### config.mk
export PLATFORM = sky130hd
export DESIGN_NAME = muldiv_sequencer
export DESIGN_NICKNAME = d
export VERILOG_FILES = /design/src/rtl/muldiv_pkg.sv /design/src/rtl/muldiv_passo.sv /design/src/rtl/muldiv_sequencer.sv
export SDC_FILE = /design/constraint.sdc
export NUM_CORES = 1
export LEC_CHECK = 0
export ABC_AREA = 1
export CAP_MARGIN = 10
export CORE_MARGIN = 10
export CORE_UTILIZATION = 35
export DETAILED_ROUTE_END_ITERATION = 16
export PLACE_DENSITY_LB_ADDON = 0.2
export SETUP_SLACK_MARGIN = 0.2
export SLEW_MARGIN = 20
export SYNTH_ARGS = -nofsm -noshare
export SYNTH_HDL_FRONTEND = slang
export SYNTH_SLANG_ARGS = --single-unit
### constraint.sdc
create_clock -name clk -period 7.55 [get_ports clk]
set_clock_uncertainty 0.05 [all_clocks]
set_input_delay 0.755 -clock clk [delete_from_list [all_inputs] [get_ports clk]]
set_output_delay 0.755 -clock clk [all_outputs]
set_load 0.005 [all_outputs]
### src/rtl/muldiv_pkg.sv
// Shared encodings for the iterative multiply/divide sequencer.
// Op codes match the decode unit's 2-bit mul/div field.
package muldiv_pkg;

  localparam int DEFAULT_WIDTH = 32;

  typedef enum logic [1:0] {
    OP_MULTU = 2'b00,
    OP_MULT  = 2'b01,
    OP_DIVU  = 2'b10,
    OP_DIV   = 2'b11
  } op_e;

  typedef enum logic [1:0] {
    IDLE,
    CALC,
    FIX,
    DONE
  } state_e;

endpackage

### src/rtl/muldiv_passo.sv
// One iteration of the unsigned core: shift-add for multiply, restoring step for divide.
// The accumulator holds {partial product, multiplier} or {remainder, dividend/quotient}.
module muldiv_passo #(
  parameter int WIDTH = 32
) (
  input  logic [2*WIDTH-1:0] i_acc,
  input  logic [WIDTH-1:0]   i_operand,
  input  logic               i_isDiv,
  output logic [2*WIDTH-1:0] o_acc,
  output logic               o_qBit
);

  logic [WIDTH-1:0] w_hiPart;
  logic [WIDTH:0]   w_mulSum;
  logic [WIDTH:0]   w_trial;
  logic [WIDTH:0]   w_diff;

  assign w_hiPart = i_acc[2*WIDTH-1:WIDTH];

  // The quotient bit is returned separately; the divide path leaves bit 0 clear for it.
  always_comb begin
    w_mulSum = {1'b0, w_hiPart} + (i_acc[0] ? {1'b0, i_operand} : {(WIDTH+1){1'b0}});
    w_trial  = {w_hiPart, i_acc[WIDTH-1]};
    w_diff   = w_trial - {1'b0, i_operand};
    o_qBit   = ~w_diff[WIDTH];
    if (i_isDiv) begin
      o_acc = {(o_qBit ? w_diff[WIDTH-1:0] : w_trial[WIDTH-1:0]), i_acc[WIDTH-2:0], 1'b0};
    end else begin
      o_acc = {w_mulSum, i_acc[WIDTH-1:1]};
    end
  end

endmodule

### src/rtl/muldiv_sequencer.sv
// Multi-cycle MULT/MULTU/DIV/DIVU controller feeding the LO/HI write port of the register bank.
// Works on operand magnitudes for WIDTH cycles, then applies the recorded signs in FIX.
module muldiv_sequencer
  import muldiv_pkg::*;
#(
  parameter int WIDTH = DEFAULT_WIDTH
) (
  input  logic             clk,
  input  logic             rst,
  input  logic             start,
  input  logic [1:0]       op,
  input  logic [WIDTH-1:0] a,
  input  logic [WIDTH-1:0] b,
  output logic             busy,
  output logic             done,
  output logic             wr_muldiv,
  output logic [WIDTH-1:0] lo,
  output logic [WIDTH-1:0] hi,
  output logic             div_zero
);

  localparam int CW = (WIDTH > 1) ? $clog2(WIDTH) : 1;

  state_e r_state;
  state_e w_nextState;

  logic [CW-1:0]      r_cnt;
  logic [2*WIDTH-1:0] r_acc;
  logic [WIDTH-1:0]   r_operand;
  logic               r_isDiv;
  logic               r_negLo;
  logic               r_negHi;
  logic               r_zeroPend;
  logic               r_busy;
  logic               r_done;
  logic               r_divZero;
  logic [WIDTH-1:0]   r_lo;
  logic [WIDTH-1:0]   r_hi;

  logic               w_isDiv;
  logic               w_isSigned;
  logic               w_bZero;
  logic [WIDTH-1:0]   w_aMag;
  logic [WIDTH-1:0]   w_bMag;
  logic [2*WIDTH-1:0] w_stepAcc;
  logic               w_qBit;
  logic [2*WIDTH-1:0] w_prod;
  logic [WIDTH-1:0]   w_quo;
  logic [WIDTH-1:0]   w_rem;

  assign w_isDiv    = (op == OP_DIVU) || (op == OP_DIV);
  assign w_isSigned = (op == OP_MULT) || (op == OP_DIV);
  assign w_bZero    = (b == '0);
  assign w_aMag     = (w_isSigned && a[WIDTH-1]) ? -a : a;
  assign w_bMag     = (w_isSigned && b[WIDTH-1]) ? -b : b;

  assign w_prod = r_negLo ? -r_acc : r_acc;
  assign w_quo  = r_negLo ? -r_acc[WIDTH-1:0] : r_acc[WIDTH-1:0];
  assign w_rem  = r_negHi ? -r_acc[2*WIDTH-1:WIDTH] : r_acc[2*WIDTH-1:WIDTH];

  muldiv_passo #(.WIDTH(WIDTH)) u_passo (
    .i_acc     (r_acc),
    .i_operand (r_operand),
    .i_isDiv   (r_isDiv),
    .o_acc     (w_stepAcc),
    .o_qBit    (w_qBit)
  );

  always_ff @(posedge clk or posedge rst) begin
    if (rst) r_state <= IDLE;
    else     r_state <= w_nextState;
  end

  // Divide-by-zero still passes through FIX so its result is written one edge after acceptance.
  always_comb begin
    w_nextState = r_state;
    case (r_state)
      IDLE:    if (start) w_nextState = (w_isDiv && w_bZero) ? FIX : CALC;
      CALC:    if (r_cnt == '0) w_nextState = FIX;
      FIX:     w_nextState = DONE;
      DONE:    w_nextState = IDLE;
      default: w_nextState = IDLE;
    endcase
  end

  always_ff @(posedge clk or posedge rst) begin
    if (rst) begin
      r_cnt      <= '0;
      r_acc      <= '0;
      r_operand  <= '0;
      r_isDiv    <= 1'b0;
      r_negLo    <= 1'b0;
      r_negHi    <= 1'b0;
      r_zeroPend <= 1'b0;
      r_busy     <= 1'b0;
      r_done     <= 1'b0;
      r_divZero  <= 1'b0;
      r_lo       <= '0;
      r_hi       <= '0;
    end else begin
      r_busy <= (w_nextState == CALC) || (w_nextState == FIX);
      r_done <= (w_nextState == DONE);
      case (r_state)
        IDLE: begin
          if (start) begin
            r_isDiv    <= w_isDiv;
            r_cnt      <= CW'(WIDTH - 1);
            r_zeroPend <= w_isDiv && w_bZero;
            r_divZero  <= 1'b0;
            r_negLo    <= w_isSigned && (a[WIDTH-1] ^ b[WIDTH-1]);
            r_negHi    <= w_isSigned && a[WIDTH-1];
            if (w_isDiv && w_bZero) begin
              r_acc <= {{WIDTH{1'b0}}, a};
            end else if (w_isDiv) begin
              r_acc     <= {{WIDTH{1'b0}}, w_aMag};
              r_operand <= w_bMag;
            end else begin
              r_acc     <= {{WIDTH{1'b0}}, w_bMag};
              r_operand <= w_aMag;
            end
          end
        end
        CALC: begin
          r_acc <= {w_stepAcc[2*WIDTH-1:1], (r_isDiv ? w_qBit : w_stepAcc[0])};
          r_cnt <= r_cnt - 1'b1;
        end
        FIX: begin
          if (r_zeroPend) begin
            r_lo      <= '1;
            r_hi      <= r_acc[WIDTH-1:0];
            r_divZero <= 1'b1;
          end else if (r_isDiv) begin
            r_lo <= w_quo;
            r_hi <= w_rem;
          end else begin
            r_lo <= w_prod[WIDTH-1:0];
            r_hi <= w_prod[2*WIDTH-1:WIDTH];
          end
        end
        default: ;
      endcase
    end
  end

  assign busy      = r_busy;
  assign done      = r_done;
  assign wr_muldiv = r_done;
  assign lo        = r_lo;
  assign hi        = r_hi;
  assign div_zero  = r_divZero;

endmodule

==> results of run 1 <==
layout make-up:
type                       instances  area [sq um]  area share, %
tap                              680           851           4.11
multi-input combinational       2395         11600           56.1
clock buffer                      18           429           2.07
clock inverter                    14           130          0.628
inverter                         483          1820           8.78
sequential                       174          4360           21.0
timing repair buffer             157          1510           7.31
stage by stage:
stage,utilization [%],hold WS [ps],std cells,power (W)
2_1_floorplan,-,402,3160,0.00680
5_1_grt,40.3,457,3921,0.0111
3_5_place_dp,39.2,426,3889,0.00919
3_3_place_gp,39.2,418,3889,0.00917
6_report,40.3,438,3921,0.0102
4_1_cts,40.3,442,3921,0.0101
flip-flops by register name (all words and copies together) (netlist names), 2 cells and up:
name and flops:
r_cnt 5, r_acc 64, r_state 2, hi 32, lo 32, r_operand 32
how the worst max path moves through the flow:
stage / start / end / slack, ps / cells after the start
after CTS: b[0] / r_acc[11] / 4280 / 11
after detailed placement: b[0] / r_acc[11] / 3730 / 11
final: b[0] / r_acc[11] / 4180 / 11
after global routing: b[0] / r_acc[11] / 4010 / 11
after global placement: b[0] / r_acc[11] / 3790 / 11
after floorplan: rst / busy / 2030 / 1
worst max-delay path: stages:
cell and delay, ps:
clkdlybuf4s50_1 440, inv_1 110, ha_1 200, nand3_2 140
nor2_4 180, nand2_2 100, nor2_2 140, nand3_2 700
o21ai_0 710, nand2_1 120, a21oi_1 140
synthesized netlist by cell type (21+ instances only):
cell / instances / area (sq um)
nand2_1: 1011 / 3790
inv_1: 474 / 1780
nor2_1: 325 / 1220
nand3_1: 299 / 1500
o21ai_0: 205 / 1030
dfrtp_1: 174 / 4350
a21oi_1: 156 / 781
clkbuf_1: 75 / 282
ha_1: 69 / 863
xor2_1: 50 / 438
nor3_1: 33 / 165
a31oi_1: 26 / 163
o22ai_1: 25 / 156
nand2_2: 22 / 138
nand4_1: 21 / 131
cells by family (layout without fill, tap and decap cells):
kind of cell,Yosys count,after routing
and+or+nand+nor,1775,1775
buffers and inverters,591,672
AOI/OAI and AO/OA,480,480
DFF,174,174
adders and majority gates,71,71
xor gates and xnor gates,69,69
power breakdown:
part	internal [W]	switching (W)	leakage [nW]	total, W
clock network	0.000432	0.000469	0.263	0.000901
registers	0.00139	0.000813	2.05	0.00220
logic	0.00241	0.00468	8.34	0.00709
layer usage:
metal  GRT usage, %  up-vias  share of wire, %
met3           4.56      122               7.8
met2           37.0      808                43
met1           33.7     9391                45
met5              0        -                 0
li1               -    10180                 -
met4           10.7        0               4.2
==> results.tsv, run 1 <==
metric	value	unit
reg2reg_depth	17	
h-tree-depth	4	
p_leak	10.7	nW
syn_inst	3160	
slew_viol_final	0	
antenna_found_initial	1	
status	completed	
async_flop_share	100	%
dp_hpwl	61600	microns
cts_buffers	17	
worstSetupPathType	primary input to register	
worst_slack	4180	ps
postLayoutCellArea	20700	sq um
synth_area	18200	sq um
die_area	61600	sq um
slew_headroom	26.3	%
yosysSeqAreaShare	23.9	%
yosys.area_share.adder	4.95	%
pre_cts_ws	3730	ps
gp_congestion	0.996	
worstPathMaxFanout	43	
grt_max_degree	84	
numPortBuffers	136	
synth_compound_area_share	14.4	%
drt_pre_antenna_iters	6	
endpoint_kind	register	
synth_xor_area_share	3.31	%
r2r_start	r_acc[31]	
r2r-end	r_acc[40]	
num_antenna_cells	0	
synth_cell_types	53	
start_util	35.5	%
via_per_inst	5.23	
synth_mux_area_share	0	%
fp.dieH	248	microns
r2r_slack	4220	ps
min_from	r_cnt[3]	
ys_seq_elements	174	
peakVddDrop	0.000346	V
cts_tree	done	
fp.dieW	248	microns
areaGrowthSynthToFinish	13.6	%
cts_resized	0	
start_kind	primary input	
synth_top_family_by_area	simple AND/OR/NAND/NOR gates	
cp.arrival	3760	ps
core	51400	sq um
synth.avg_cell_area	5.77	sq um
synth-edff-count	0	
final.setup.tns	0	ps
cts_setup_buffers	0	
drtIter0Drc	2020	
cts_buffer_depth	2	
num_vias	20501	
fillers	5721	
cts_root_buf	clkbuf_16	
postCtsHoldBufs	0	
drive_gt1_share	3.89	%
fin_crit_sh	44.7	%
cp.required	7930	ps
rsz0062_at_grt	false	
rows	83	
grt_usage	24.6	%
routedWlPerCell	19.6	microns
worstMarginPinSlew	1100	ps
layout_common_cells	nand2_1 (1011), inv_1 (472), nor2_1 (322), nand3_1 (299), o21ai_0 (205)	
synth_warnings	0	
grt_pass1_vias	18875	
hold_viol	0	
clock_latency	510	ps
nets	3368	
ys_dominant_reg_cell	dfrtp_1	
clkTransAtPathRegs	80	ps
grt_pass1_wl	115000	microns
hold_end	r_cnt[3]	
syn-num-nets	3300	
clkSinkCount	174	
synth_simple_gate_area_share	40.9	%
min_path_type	register to register	
fin_crit	3370	ps
max_freq	297	MHz
drc	0	
drt_wl_total	77000	microns
hold_depth	2	
final_common_cell	nand2_1	
place_area	20200	sq um
antenna_left	0	
io_pins	137	
cap_violations	0	
p_per_area	492	nW/um^2
grt_overflow	0	
setup_viol	0	
No activity file was read; power rests on OpenSTA's default activity.
==> run 2: changes to the inputs <==
- clock period: 7.55 -> 3.2 ns (I/O delays scaled with it)
==> results.tsv, run 2 (synthesis gave the netlist of run 1 again) <==
metric	value	unit
io_pins	137	
antenna_left	0	
cap_violations	0	
clock_latency	490	ps
antenna_found_initial	2	
status	completed	
fp.dieW	248	microns
peakVddDrop	0.00141	V
final_common_cell	nand2_1	
intPower	0.0106	W
grt_overflow	0	
hold_viol	0	
r2r_start	r_acc[1]	
clkTransAtPathRegs	70	ps
min_path_type	primary input to async pin	
cp.arrival	3120	ps
gp_congestion	1.00	
crit_start	r_acc[1]	
cts_buffer_depth	2	
drc	0	
final.setup.tns	0	ps
p_per_area	1150	nW/um^2
drt_wl_total	75800	microns
fp.dieH	248	microns
grt_pass1_vias	18792	
largest-register	r_acc	
pre_cts_ws	361	ps
drive_gt1_share	5.75	%
max_freq	352	MHz
num_antenna_cells	0	
start_util	35.5	%
num_vias	20563	
clkPwrFrac	9.2	%
start_kind	register	
fin_crit_sh	88.7	%
numPortBuffers	136	
nets	3430	
grt_max_degree	72	
grt_pass1_wl	114000	microns
core	51400	sq um
cts_setup_buffers	0	
endpoint_kind	register	
setup_viol	0	
switching_share	56.7	%
fin_cells	3983	
grt_usage	24.3	%
p_leak	11.0	nW
die_area	61600	sq um
worstSetupPathType	register to register	
fin_crit	2840	ps
clkSinkCount	174	
power_frac_comb	72.3	%
worstPathMaxFanout	7	
worstMarginPinSlew	967	ps
via_per_inst	5.16	
rsz0062_at_grt	false	
cts_resized	0	
whs	283	ps
areaGrowthSynthToFinish	17.0	%
cts_tree	done	
routedWlPerCell	19.0	microns
top_layer	met5	
slew_viol_final	0	
postCtsHoldBufs	0	
cp.required	3480	ps
p_seq_share	18.5	%
met2_length	32700	microns
p_switching	0.0139	W
layout_common_cells	nand2_1 (1011), inv_1 (473), nor2_1 (322), nand3_1 (299), o21ai_0 (205)	
slew_headroom	35.4	%
dp.cells	3951	
largest_register_ff_count	64	
dp_hpwl	61700	microns
met1_length	34700	microns
wl_met3	5960	microns
cts_root_buf	clkbuf_16	
drt_pre_antenna_iters	6	
rows	83	
worst_slack	360	ps
h-tree-depth	4	
cts_buffers	17	
drtIter0Drc	2016	
## run 2: cell count changes in the layout (fill, tap and decap cells not counted), moves of 2 or more
cell,previous run,this run
buf_12,0,8
clkinvlp_4,4,2
clkinv_8,2,0
clkbuf_8,0,2
bufinv_16,0,2
buf_4,21,75
dfrtp_2,1,3
dfrtp_1,173,171
## run 2: layer usage
metal | vias up | GRT usage, %
met5 | - | 0
met4 | 2 | 9.00
met3 | 100 | 4.16
met2 | 785 | 36.3
met1 | 9376 | 34.3
li1 | 10300 | -
## run 2: worst paths after layout
path / slack [ps] / cells after the start / endpoint
worst max-delay path: 360 / 12 / hi[12]
worst min-delay path: 280 / 2 / hi[16]
worst max register to register: 360 / 12 / hi[12]
worst min register to register: 440 / 2 / hi[1]
max in group asynchronous: 2090 / 3 / r_acc[59]
min in group clk: 400 / 4 / r_operand[31]
## run 2: critical path, stage by stage (launching register included)
cell and delay (ps):
dfrtp_1 400, inv_1 250, ha_1 260, nand3_1 160, nor2_2 220, nand2_1 160
nor2_2 240, nand3_1 150, nand2_2 170, nand2_1 110, or2_0 210, nand2_1 170
o211ai_1 130
## run 2: cell type report
type	instances	area (sq um)
inverters	483	1820
well taps	680	851
clock inverters	12	150
clock buffers	20	457
fillers	5674	30100
flip-flops and latches	174	4360
repair buffers	219	2080
multi-input cells	2395	11600
## run 2: stage by stage
step	utilization, %	cell area, sq um	total power [W]
after detailed placement	40.3	20700	0.0220
after floorplan	-	18200	0.0160
after global placement	40.3	20700	0.0220
after global routing	41.5	21300	0.0268
final	41.5	21300	0.0245
after CTS	41.5	21300	0.0243
## run 2: power groups by stage
stage	clock [W]	sequential [W]	combinational [W]
floorplan	0	0.00415	0.0119
global placement	0	0.00451	0.0175
detailed placement	0	0.00452	0.0174
CTS	0.00231	0.00449	0.0175
global route	0.00238	0.00463	0.0198
finish	0.00226	0.00453	0.0177
==> run 3: changes to the inputs <==
- clock period: 3.2 -> 2.4 ns (I/O delays scaled with it)
==> results.tsv, run 3 (synthesis gave the netlist of run 1 again) <==
metric	value	unit
status	finished, violations left	
violations	negative setup slack	
fin_crit_sh	103	%
grt_usage	26.3	%
h-tree-depth	4	
antenna_left	0	
cp.required	2770	ps
max_freq	404	MHz
largest_register_ff_count	64	
nets	3866	
slew_headroom	55.3	%
cts_buffer_depth	2	
clock_latency	500	ps
final_common_cell	nand2_1	
gp_congestion	0.978	
start_util	35.5	%
setup_viol	24	
worst_slack	-76.8	ps
hold_viol	0	
fin_util	52.0	%
p_per_area	1550	nW/um^2
via_per_inst	5.09	
drt_pre_antenna_iters	6	
grt_pass1_wl	125000	microns
drtIter0Drc	2014	
drive_gt1_share	25.9	%
largest-register	r_acc	
postCtsHoldBufs	0	
whs	58.6	ps
fp.dieH	248	microns
cp.arrival	2850	ps
grt_pass1_vias	20902	
cts_root_buf	clkbuf_16	
endpoint_kind	register	
num_vias	22510	
worstPathMaxFanout	6	
fp.dieW	248	microns
min_path_type	primary input to async pin	
clkSinkCount	174	
dp_hpwl	66300	microns
slew_viol_final	0	
core	51400	sq um
fin_crit	2480	ps
grt_overflow	0	
routedWlPerCell	18.6	microns
grt_max_degree	72	
p_leak	13.6	nW
finalPower	0.0414	W
rows	83	
cts_buffers	17	
layout_common_cells	nand2_1 (921), buf_4 (470), inv_1 (455), nor2_1 (277), nand3_1 (226)	
worstSetupPathType	register to register	
dp.cells	4343	
die_area	61600	sq um
cts_tree	done	
peakVddDrop	0.00116	V
areaGrowthSynthToFinish	46.4	%
fin_cells	4419	
drt_wl_total	82300	microns
rsz0062_at_grt	true	
numPortBuffers	136	
clkTransAtPathRegs	80	ps
start_kind	register	
worstMarginPinSlew	671	ps
num_antenna_cells	0	
drc	0	
cap_violations	0	
antenna_found_initial	1	
io_pins	137	
[run 3: changes by cell type in the layout (fill, tap and decap cells not counted), moves of 26 or more]
| cell | change |
|---|---|
| a21oi_1 | -35 |
| a21oi_2 | +31 |
| buf_4 | +395 |
| buf_6 | +26 |
| ha_1 | -40 |
| ha_4 | +34 |
| nand2_1 | -90 |
| nand2_2 | +68 |
| nand3_1 | -73 |
| nand3_2 | +60 |
| nor2_1 | -45 |
| nor2_2 | +33 |
| o21ai_0 | -38 |
[run 3: path summary, 6_finish.rpt]
check,startpoint,to,slack (ps),cells after the start
max,r_acc[0],r_acc[39],-80,13
max in group asynchronous,rst,div_zero,1530,4
max reg2reg,r_acc[0],r_acc[39],-80,13
min in group clk,start,r_state[1],370,3
min,rst,hi[18],60,2
min reg2reg,hi[1],hi[1],430,2
[run 3: critical path, cell delays in order (launching register included)]
cell and delay, ps:
dfrtp_2 480, buf_4 190, nand2_1 100, inv_1 100, ha_4 320, nand2_1 70
inv_1 70, nand2_1 110, o21bai_2 220, buf_4 160, xor2_2 170, o21ai_0 90
nand3b_1 180, nand2_1 80
[run 3: power by group]
group          switching [W]  total (W)  leakage (nW)  internal [W]
clock                0.00148    0.00299         0.288       0.00151
combinational         0.0190     0.0325          11.2        0.0136
sequential           0.00146    0.00589          2.04       0.00443
total                 0.0219     0.0414          13.6        0.0195
[run 3: layer usage]
metal	global-route usage [%]	up-vias	routed length (microns)
met1	37.6	10436	38000
met5	0	-	12
met3	3.65	106	5690
met2	40.1	787	36100
met4	8.29	2	2490
li1	-	11179	-
[run 3: area by class of cell]
class	count	area, sq um
clock buffer	20	447
clock inverter	12	140
fill	5300	24700
inverter	483	1830
multi-input combinational	2396	13400
sequential	174	4370
tap	680	851
timing repair buffer	654	5620
[run 3: what timing repair did]
item / CTS / global route
setup buffers: 25 / 18
pin swaps: 68 / 93
gates cloned: 1 / 0
resized for setup: 166 / 280
endpoints found under the setup margin: 79 / 84
[run 3: metrics by stage]
stage | setup WS, ps | TNS [ps] | area, sq um
final | -76.8 | -569 | 26700
after global routing | -174 | -4370 | 26700
after CTS | -42.0 | -136 | 25500
after detailed placement | -273 | -12960 | 24100
after global placement | -220 | -9370 | 24100
after floorplan | -115 | -19950 | 18500
